==> config.mk <==
export PLATFORM = sky130hd
export DESIGN_NAME = game_sequencer
export DESIGN_NICKNAME = d
export VERILOG_FILES = /design/src/rtl/game_pkg.sv /design/src/rtl/btn_conditioner.sv /design/src/rtl/game_sequencer.sv
export SDC_FILE = /design/constraint.sdc
export NUM_CORES = 1
export LEC_CHECK = 0
export CAP_MARGIN = 20
export CORE_MARGIN = 2
export CORE_UTILIZATION = 60
export DETAILED_ROUTE_END_ITERATION = 6
export GPL_TIMING_DRIVEN = 0
export PLACE_DENSITY_LB_ADDON = 0.08
export SYNTH_ARGS = -nofsm -noshare
export SYNTH_HDL_FRONTEND = slang
export SYNTH_SLANG_ARGS = --single-unit
==> constraint.sdc <==
create_clock -name CLK100MHZ -period 4.13 [get_ports CLK100MHZ]
set_input_delay 0.826 -clock CLK100MHZ [delete_from_list [all_inputs] [get_ports CLK100MHZ]]
set_output_delay 0.826 -clock CLK100MHZ [all_outputs]
set_load 0.02 [all_outputs]
==> src/rtl/game_pkg.sv <==
// game_pkg: shared definitions for the Unicorn Explosion game controller.
// Holds the game state encoding, the speed code limits, the difficulty
// width and the switch priority encoders, so that every block consuming
// speed/difficulty codes decodes the switches identically.
package game_pkg;

  // Game phase encoding, also driven out on game_sequencer.state.
  typedef enum logic [1:0] {
    IDLE      = 2'd0,
    COUNTDOWN = 2'd1,
    RUN       = 2'd2,
    DEAD      = 2'd3
  } game_state_e;

  localparam logic [2:0] SPEED_BASE = 3'd2;  // code when no speed switch is up
  localparam logic [2:0] SPEED_MAX  = 3'd6;  // code for the top speed switch
  localparam int         DIFF_W     = 2;

  // Highest raised switch wins: [3]->6, [2]->5, [1]->4, [0]->3, none->2.
  function automatic logic [2:0] encode_speed(input logic [3:0] sw);
    logic [2:0] code;
    if (sw[3]) begin
      code = SPEED_MAX;
    end else if (sw[2]) begin
      code = SPEED_MAX - 3'd1;
    end else if (sw[1]) begin
      code = SPEED_MAX - 3'd2;
    end else if (sw[0]) begin
      code = SPEED_MAX - 3'd3;
    end else begin
      code = SPEED_BASE;
    end
    return code;
  endfunction

  // Highest raised switch wins: [3]->3, [2]->2, [1]->1, otherwise 0.
  // Switch [0] alone deliberately maps to the easiest level.
  function automatic logic [DIFF_W-1:0] encode_difficulty(input logic [3:0] sw);
    logic [DIFF_W-1:0] code;
    if (sw[3]) begin
      code = 2'd3;
    end else if (sw[2]) begin
      code = 2'd2;
    end else if (sw[1]) begin
      code = 2'd1;
    end else begin
      code = 2'd0;
    end
    return code;
  endfunction

endpackage

==> src/rtl/btn_conditioner.sv <==
// btn_conditioner: turns the raw, asynchronous jump button into a clean
// one-cycle press pulse.
//   2-FF synchronizer -> optional debounce -> rising-edge detect.
// Build option: GAME_DEBOUNCE_EN
//   defined   : a level is accepted only after DEBOUNCE_CYCLES stable cycles
//               (press latency 2 + DEBOUNCE_CYCLES + 1 cycles).
//   undefined : synchronized level feeds the edge detector directly
//               (press latency 3 cycles, DEBOUNCE_CYCLES unused).
// Ports:
//   clk     in  1  system clock
//   rst     in  1  asynchronous active-high reset (button reads as released)
//   btn_raw in  1  raw button level, asynchronous to clk
//   press   out 1  registered one-cycle pulse per accepted press
module btn_conditioner #(
  parameter int DEBOUNCE_CYCLES = 1_000_000
) (
  input  logic clk,
  input  logic rst,
  input  logic btn_raw,
  output logic press
);

  logic [1:0] sync_r;
  logic       level_s;
  logic       level_prev_r;
  logic       press_r;

  // Two-flop synchronizer for the asynchronous button input.
  always_ff @(posedge clk or posedge rst) begin
    if (rst) begin
      sync_r <= 2'b00;
    end else begin
      sync_r <= {sync_r[0], btn_raw};
    end
  end

`ifdef GAME_DEBOUNCE_EN
  localparam int DB_W = (DEBOUNCE_CYCLES > 1) ? $clog2(DEBOUNCE_CYCLES) : 1;
  localparam logic [DB_W-1:0] DB_LAST = DB_W'(DEBOUNCE_CYCLES - 1);

  logic [DB_W-1:0] db_cnt_r;
  logic            db_level_r;

  // Debounce: the accepted level follows the synchronized one only after
  // it has differed for DEBOUNCE_CYCLES consecutive cycles.
  always_ff @(posedge clk or posedge rst) begin
    if (rst) begin
      db_cnt_r   <= {DB_W{1'b0}};
      db_level_r <= 1'b0;
    end else if (sync_r[1] == db_level_r) begin
      db_cnt_r   <= {DB_W{1'b0}};
    end else if (db_cnt_r == DB_LAST) begin
      db_cnt_r   <= {DB_W{1'b0}};
      db_level_r <= sync_r[1];
    end else begin
      db_cnt_r   <= db_cnt_r + {{(DB_W-1){1'b0}}, 1'b1};
    end
  end

  assign level_s = db_level_r;
`else
  localparam int unused_debounce_cycles = DEBOUNCE_CYCLES;

  assign level_s = sync_r[1];
`endif

  // Rising-edge detect on the accepted level; press is registered.
  always_ff @(posedge clk or posedge rst) begin
    if (rst) begin
      level_prev_r <= 1'b0;
      press_r      <= 1'b0;
    end else begin
      level_prev_r <= level_s;
      press_r      <= level_s & ~level_prev_r;
    end
  end

  assign press = press_r;

endmodule

==> src/rtl/game_sequencer.sv <==
// game_sequencer: top-level game controller for Unicorn Explosion.
// Sequences IDLE -> COUNTDOWN -> RUN -> DEAD -> IDLE, latches the speed and
// difficulty codes at game start and produces a speed-scaled one-cycle
// game-step enable from a phase accumulator on CLK100MHZ.
// Build option: GAME_DEBOUNCE_EN (see btn_conditioner) selects the full
// button debounce; without it the debounce counter is removed.
// Ports:
//   CLK100MHZ     in  1  only clock
//   reset_btn     in  1  asynchronous active-high reset
//   jump_btn      in  1  raw jump button
//   speed_in      in  4  speed switches (priority encoded)
//   difficulty_in in  4  difficulty switches (priority encoded)
//   isdead        in  1  collision flag from physics_engine
//   tick          out 1  one-cycle game step, RUN only
//   start         out 1  high while in RUN
//   jump          out 1  one-cycle pulse per accepted press, RUN only
//   speed         out 3  latched speed code 2..6
//   difficulty    out 2  latched difficulty code 0..3
//   state         out 2  IDLE=0 COUNTDOWN=1 RUN=2 DEAD=3
//   game_over     out 1  high while in DEAD
module game_sequencer
  import game_pkg::*;
#(
  parameter int DEBOUNCE_CYCLES = 1_000_000,
  parameter int TICK_ACC_W      = 27,
  parameter int COUNTDOWN_TICKS = 3,
  parameter int HOLDOFF_TICKS   = 2
) (
  input  logic              CLK100MHZ,
  input  logic              reset_btn,
  input  logic              jump_btn,
  input  logic [3:0]        speed_in,
  input  logic [3:0]        difficulty_in,
  input  logic              isdead,
  output logic              tick,
  output logic              start,
  output logic              jump,
  output logic [2:0]        speed,
  output logic [DIFF_W-1:0] difficulty,
  output logic [1:0]        state,
  output logic              game_over
);

  localparam int CNT_MAX = (COUNTDOWN_TICKS > HOLDOFF_TICKS) ? COUNTDOWN_TICKS : HOLDOFF_TICKS;
  localparam int CNT_W   = (CNT_MAX > 0) ? $clog2(CNT_MAX + 1) : 1;
  localparam logic [CNT_W-1:0] CNT_ZERO    = {CNT_W{1'b0}};
  localparam logic [CNT_W-1:0] CNT_ONE     = CNT_W'(1);
  localparam logic [CNT_W-1:0] CNT_LOAD_CD = CNT_W'(COUNTDOWN_TICKS);
  localparam logic [CNT_W-1:0] CNT_LOAD_HO = CNT_W'(HOLDOFF_TICKS);

  game_state_e            state_r, state_next_s;
  logic [TICK_ACC_W-1:0]  acc_r, acc_next_s;
  logic [TICK_ACC_W:0]    acc_sum_s;
  logic                   itick_s;
  logic [CNT_W-1:0]       cnt_r, cnt_next_s;
  logic [2:0]             speed_r, speed_next_s;
  logic [DIFF_W-1:0]      diff_r, diff_next_s;
  logic                   start_r, game_over_r;
  logic                   tick_s, jump_s;
  logic                   press_s;

  btn_conditioner #(
    .DEBOUNCE_CYCLES(DEBOUNCE_CYCLES)
  ) u_btn (
    .clk    (CLK100MHZ),
    .rst    (reset_btn),
    .btn_raw(jump_btn),
    .press  (press_s)
  );

  // The internal tick is the carry out of the phase accumulator, so the
  // average period is exactly 2^TICK_ACC_W / speed with +-1 cycle jitter.
  assign acc_sum_s = {1'b0, acc_r} + (TICK_ACC_W+1)'(speed_r);
  assign itick_s   = acc_sum_s[TICK_ACC_W];

  // Next-state, counter, code latch and step/jump decode.
  always_comb begin
    state_next_s = state_r;
    cnt_next_s   = cnt_r;
    speed_next_s = speed_r;
    diff_next_s  = diff_r;
    tick_s       = 1'b0;
    jump_s       = 1'b0;
    case (state_r)
      IDLE: begin
        if (press_s) begin
          state_next_s = COUNTDOWN;
          cnt_next_s   = CNT_LOAD_CD;
          speed_next_s = encode_speed(speed_in);
          diff_next_s  = encode_difficulty(difficulty_in);
        end else begin
          state_next_s = IDLE;
        end
      end
      COUNTDOWN: begin
        // Presses are ignored here, including one on the final tick.
        if (itick_s) begin
          if (cnt_r <= CNT_ONE) begin
            state_next_s = RUN;
            cnt_next_s   = CNT_ZERO;
          end else begin
            cnt_next_s   = cnt_r - CNT_ONE;
          end
        end else begin
          cnt_next_s = cnt_r;
        end
      end
      RUN: begin
        // A collision outranks a coincident step or jump.
        if (isdead) begin
          state_next_s = DEAD;
          cnt_next_s   = CNT_LOAD_HO;
        end else begin
          tick_s = itick_s;
          jump_s = press_s;
        end
      end
      DEAD: begin
        if (cnt_r == CNT_ZERO) begin
          if (press_s) begin
            state_next_s = IDLE;
          end else begin
            state_next_s = DEAD;
          end
        end else if (itick_s) begin
          cnt_next_s = cnt_r - CNT_ONE;
        end else begin
          cnt_next_s = cnt_r;
        end
      end
      default: begin
        state_next_s = IDLE;
        cnt_next_s   = CNT_ZERO;
      end
    endcase
  end

  // Accumulator restarts on every state entry so each phase begins at phase 0.
  always_comb begin
    acc_next_s = acc_sum_s[TICK_ACC_W-1:0];
    if ((state_next_s != state_r) || (state_r == IDLE)) begin
      acc_next_s = {TICK_ACC_W{1'b0}};
    end else begin
      acc_next_s = acc_sum_s[TICK_ACC_W-1:0];
    end
  end

  // State, accumulator, counter, latched codes and registered state flags.
  always_ff @(posedge CLK100MHZ or posedge reset_btn) begin
    if (reset_btn) begin
      state_r     <= IDLE;
      acc_r       <= {TICK_ACC_W{1'b0}};
      cnt_r       <= CNT_ZERO;
      speed_r     <= SPEED_BASE;
      diff_r      <= {DIFF_W{1'b0}};
      start_r     <= 1'b0;
      game_over_r <= 1'b0;
    end else begin
      state_r     <= state_next_s;
      acc_r       <= acc_next_s;
      cnt_r       <= cnt_next_s;
      speed_r     <= speed_next_s;
      diff_r      <= diff_next_s;
      start_r     <= (state_next_s == RUN);
      game_over_r <= (state_next_s == DEAD);
    end
  end

  // tick and jump must land in the same cycle as the internal tick / press
  // and be suppressed by a coincident isdead, so they are decoded from
  // registered sources here rather than delayed another cycle.
  assign tick       = tick_s;
  assign jump       = jump_s;
  assign start      = start_r;
  assign game_over  = game_over_r;
  assign speed      = speed_r;
  assign difficulty = diff_r;
  assign state      = state_r;

endmodule
==> results by group <==
Status
  • Status: completed

Clock network
  • Clk_lat worst skew: 0.29 ns
  • CTS buffer count: 5
  • Clk slew on worst S/H paths: roughly 0.080 ns
  • Post-CTS Resized: 0
  • CTS tree: done
  • Root buffer cell: clkbuf_8
  • Hold_buf cts: 0
  • H-tree depth: 2
  • CTS sink count: between 40 and 50
  • # Post-CTS Setup Buffers: 0
  • Max Buffers Root-to-Sink: 2

Cells and area
  • Fill count: approximately 270
  • Number of diodes: 0
  • Most frequent cells in the layout: nor2_1, dfrtp_1, xnor2_1
  • Nets: 280
  • Most common cell after layout, fill and taps aside: nor2_1
  • Non-Filler Instances: 309
  • Layout cell share with drive strength beyond 1: between 8 and 9%
  • P&R area growth vs syn: 16.4%

Critical path
  • CP Launch Type: flop
  • Arrival time worst endpoint: 2.45 ns
  • CP max FO: 4
  • Top delay family on crit path: buffers and inverters
  • WP data required: between 3 and 4 ns
  • Crit path kind: flop to output port
  • CP bufs+invs: 1
  • Worst Setup End Kind: output port
  • Crit path cell chain: ha_1 > o211a_1 > o21ai_1 > nor3_2 > nand3_1 > nor2_1 > clkdlybuf4s50_1
  • Max incr delay on CP: approximately 0.61 ns
  • Slowest cell on crit path: clkdlybuf4s50_1

Routing
  • Via/cell ratio: about 5.3
  • Drt drc: 0
  • Drt wl/cell: roughly 12 µm
  • Via count: between 1.5k and 2k
  • Final wirelength: 3820 µm
  • DRT iter0 DRCs: between 150 and 200
  • Antenna violation net count after detailed routing: 0
  • Drt first pass iters: 4

Synth
  • Post-synth ARST share: 100%
  • Synthesized area: 2200 µm²
  • Post-synth cell types: a little over 40
  • Dominant synthesized flop cell: dfrtp_1
  • Flops & latches, synth: 42
  • Avg Inst Size Synth: between 9 and 10 µm²
  • Yosys warns: 0
  • Synth Instances: about 230
  • Post-synthesis net count: 252
  • Post-synthesis sequential area ratio: 47.8%
  • Post-synth EDFFs: 0

Placement
  • DP HPWL: roughly 2700 µm
  • Global placement routability congestion: about 0.83
  • Number of placed instances, taps included: 301
  • # port buffers: 21

Power
  • Pwr dens: 400 nW/µm²
  • Worst vdd ir: ~310 µV
  • Leakage power: ~1.1 nW

STA
  • Worst Tran Pin Value: between 0.8 and 0.9 ns
  • Final setup viols: 0
  • Maximum clock rate: roughly 310 MHz
  • Max Slew Vio Count: 0
  • Slew headroom: a little over two fifths
  • Hold slack: approximately 0.35 ns
  • Fin crit share: roughly four fifths
  • Fin. Hold Viols: 0
  • Final Skew: 0.00650 ns
  • Post-route setup TNS: 0 ns
  • Tmin final: ~3.3 ns
  • Unrepaired setup endpoints after global routing: false

Die
  • Die X: 64.6 µm
  • Core Region: between 3000 and 4000 µm²
  • Num rows: 22
  • Die footprint: ~4200 µm²
  • Num ports: 23
  • Initial Util: 61.1%
  • Die height: around 65 µm

GRT
  • Total gr overflow: 0
  • Initial antenna violation count: 0
  • Largest net degree at the start of global routing: 43
  • GRT Total Usage: a little over a fifth
  • First-pass GRT wire length: 6870 µm
  • Vias in the first global route: ~1.6k

Run
  • Max-cap check violation count: 0

Min path
  • Hold crit path type: flop to flop
[final cells by class]
type | count | area (µm²) | area share [%]
sequential | 42 | 1050 | 41.0
tap | 48 | 60.1 | 2.34
clock buffer | 7 | 86.3 | 3.37
clock inverter | 1 | 5.00 | 0.195
timing repair buffer | 21 | 210 | 8.20
buffer | 9 | 61.3 | 2.39
multi-input combinational | 166 | 1030 | 40.3
inverter | 15 | 56.3 | 2.20
[flip-flops by register name (all words and copies together) (netlist names)]
signal / flops
start: 1
cnt_r: 2
acc_r: 27
speed: 3
game_over: 1
difficulty: 2
u_btn.press: 1
state: 2
u_btn.sync_r: 2
u_btn.level_prev_r: 1
[cell usage after synthesis (3+ instances only)]
cell type | instances | area (µm²)
nor2_1 | 45 | 169
dfrtp_1 | 41 | 1030
xnor2_1 | 22 | 193
inv_1 | 15 | 56.3
nand2_1 | 12 | 45.0
nor3_1 | 10 | 50.1
o21ai_0 | 10 | 50.1
nand3_1 | 9 | 45.0
a21oi_1 | 8 | 40.0
ha_1 | 7 | 87.6
nor4_1 | 5 | 31.3
and3_1 | 4 | 25.0
clkbuf_1 | 4 | 15.0
nor2b_1 | 4 | 25.0
buf_6 | 3 | 33.8
[routing by layer]
layer / track usage (%) / wire length [µm] / part of all wire [%]
met1: 26.9 / 1850 / 48
met2: 34.5 / 1770 / 46
met3: 4.51 / 149 / 3.9
met4: 8.78 / 58 / 1.5
met5: 0 / 0 / 0
[metrics by stage]
step           total power [mW]  utilization [%]  setup slack, ns  cell area, µm²
3_5_place_dp              0.769             68.6            0.988            2470
4_1_cts                    1.04             71.1            0.843            2560
6_report                   1.03             71.1            0.852            2560
3_3_place_gp              0.763             68.6            0.974            2470
2_1_floorplan             0.696                -             1.64            2200
5_1_grt                    1.10             71.1            0.624            2560
[cells by family (layout without fill, tap and decap cells)]
logic type,Yosys count,in the layout,synth area share (%)
AO/OA/AOI/OAI,31,31,8.52
flip-flops,42,42,47.8
buffers and inverters,24,53,5.34
adder cells (fa/ha/maj),8,8,4.88
multiplexers,1,1,0.511
AND/OR/NAND/NOR,102,102,23.5
XOR/XNOR,24,24,9.54
[power breakdown]
part	switching [mW]	total, mW	internal (mW)
Clock	0.132	0.267	0.135
Combinational	0.141	0.250	0.109
Sequential	0.0405	0.508	0.468
[path summary, 6_finish.rpt]
check                                                from                        end  slack, ns  depth (start not counted)
min in group asynchronous                       reset_btn  difficulty[1]$_DFFE_PP0P_       1.04                          2
worst max register to register       speed[1]$_DFFE_PP1P_        acc_r[24]$_DFF_PP0_       1.88                          8
worst min register to register  u_btn.sync_r[0]$_DFF_PP0_  u_btn.sync_r[1]$_DFF_PP0_       0.35                          0
worst max-delay path                 speed[2]$_DFFE_PP0P_                       tick       0.85                          7
max in group asynchronous                       reset_btn        acc_r[15]$_DFF_PP0_       2.56                          2
worst min-delay path            u_btn.sync_r[0]$_DFF_PP0_  u_btn.sync_r[1]$_DFF_PP0_       0.35                          0
No activity file was read; power rests on OpenSTA's default activity.
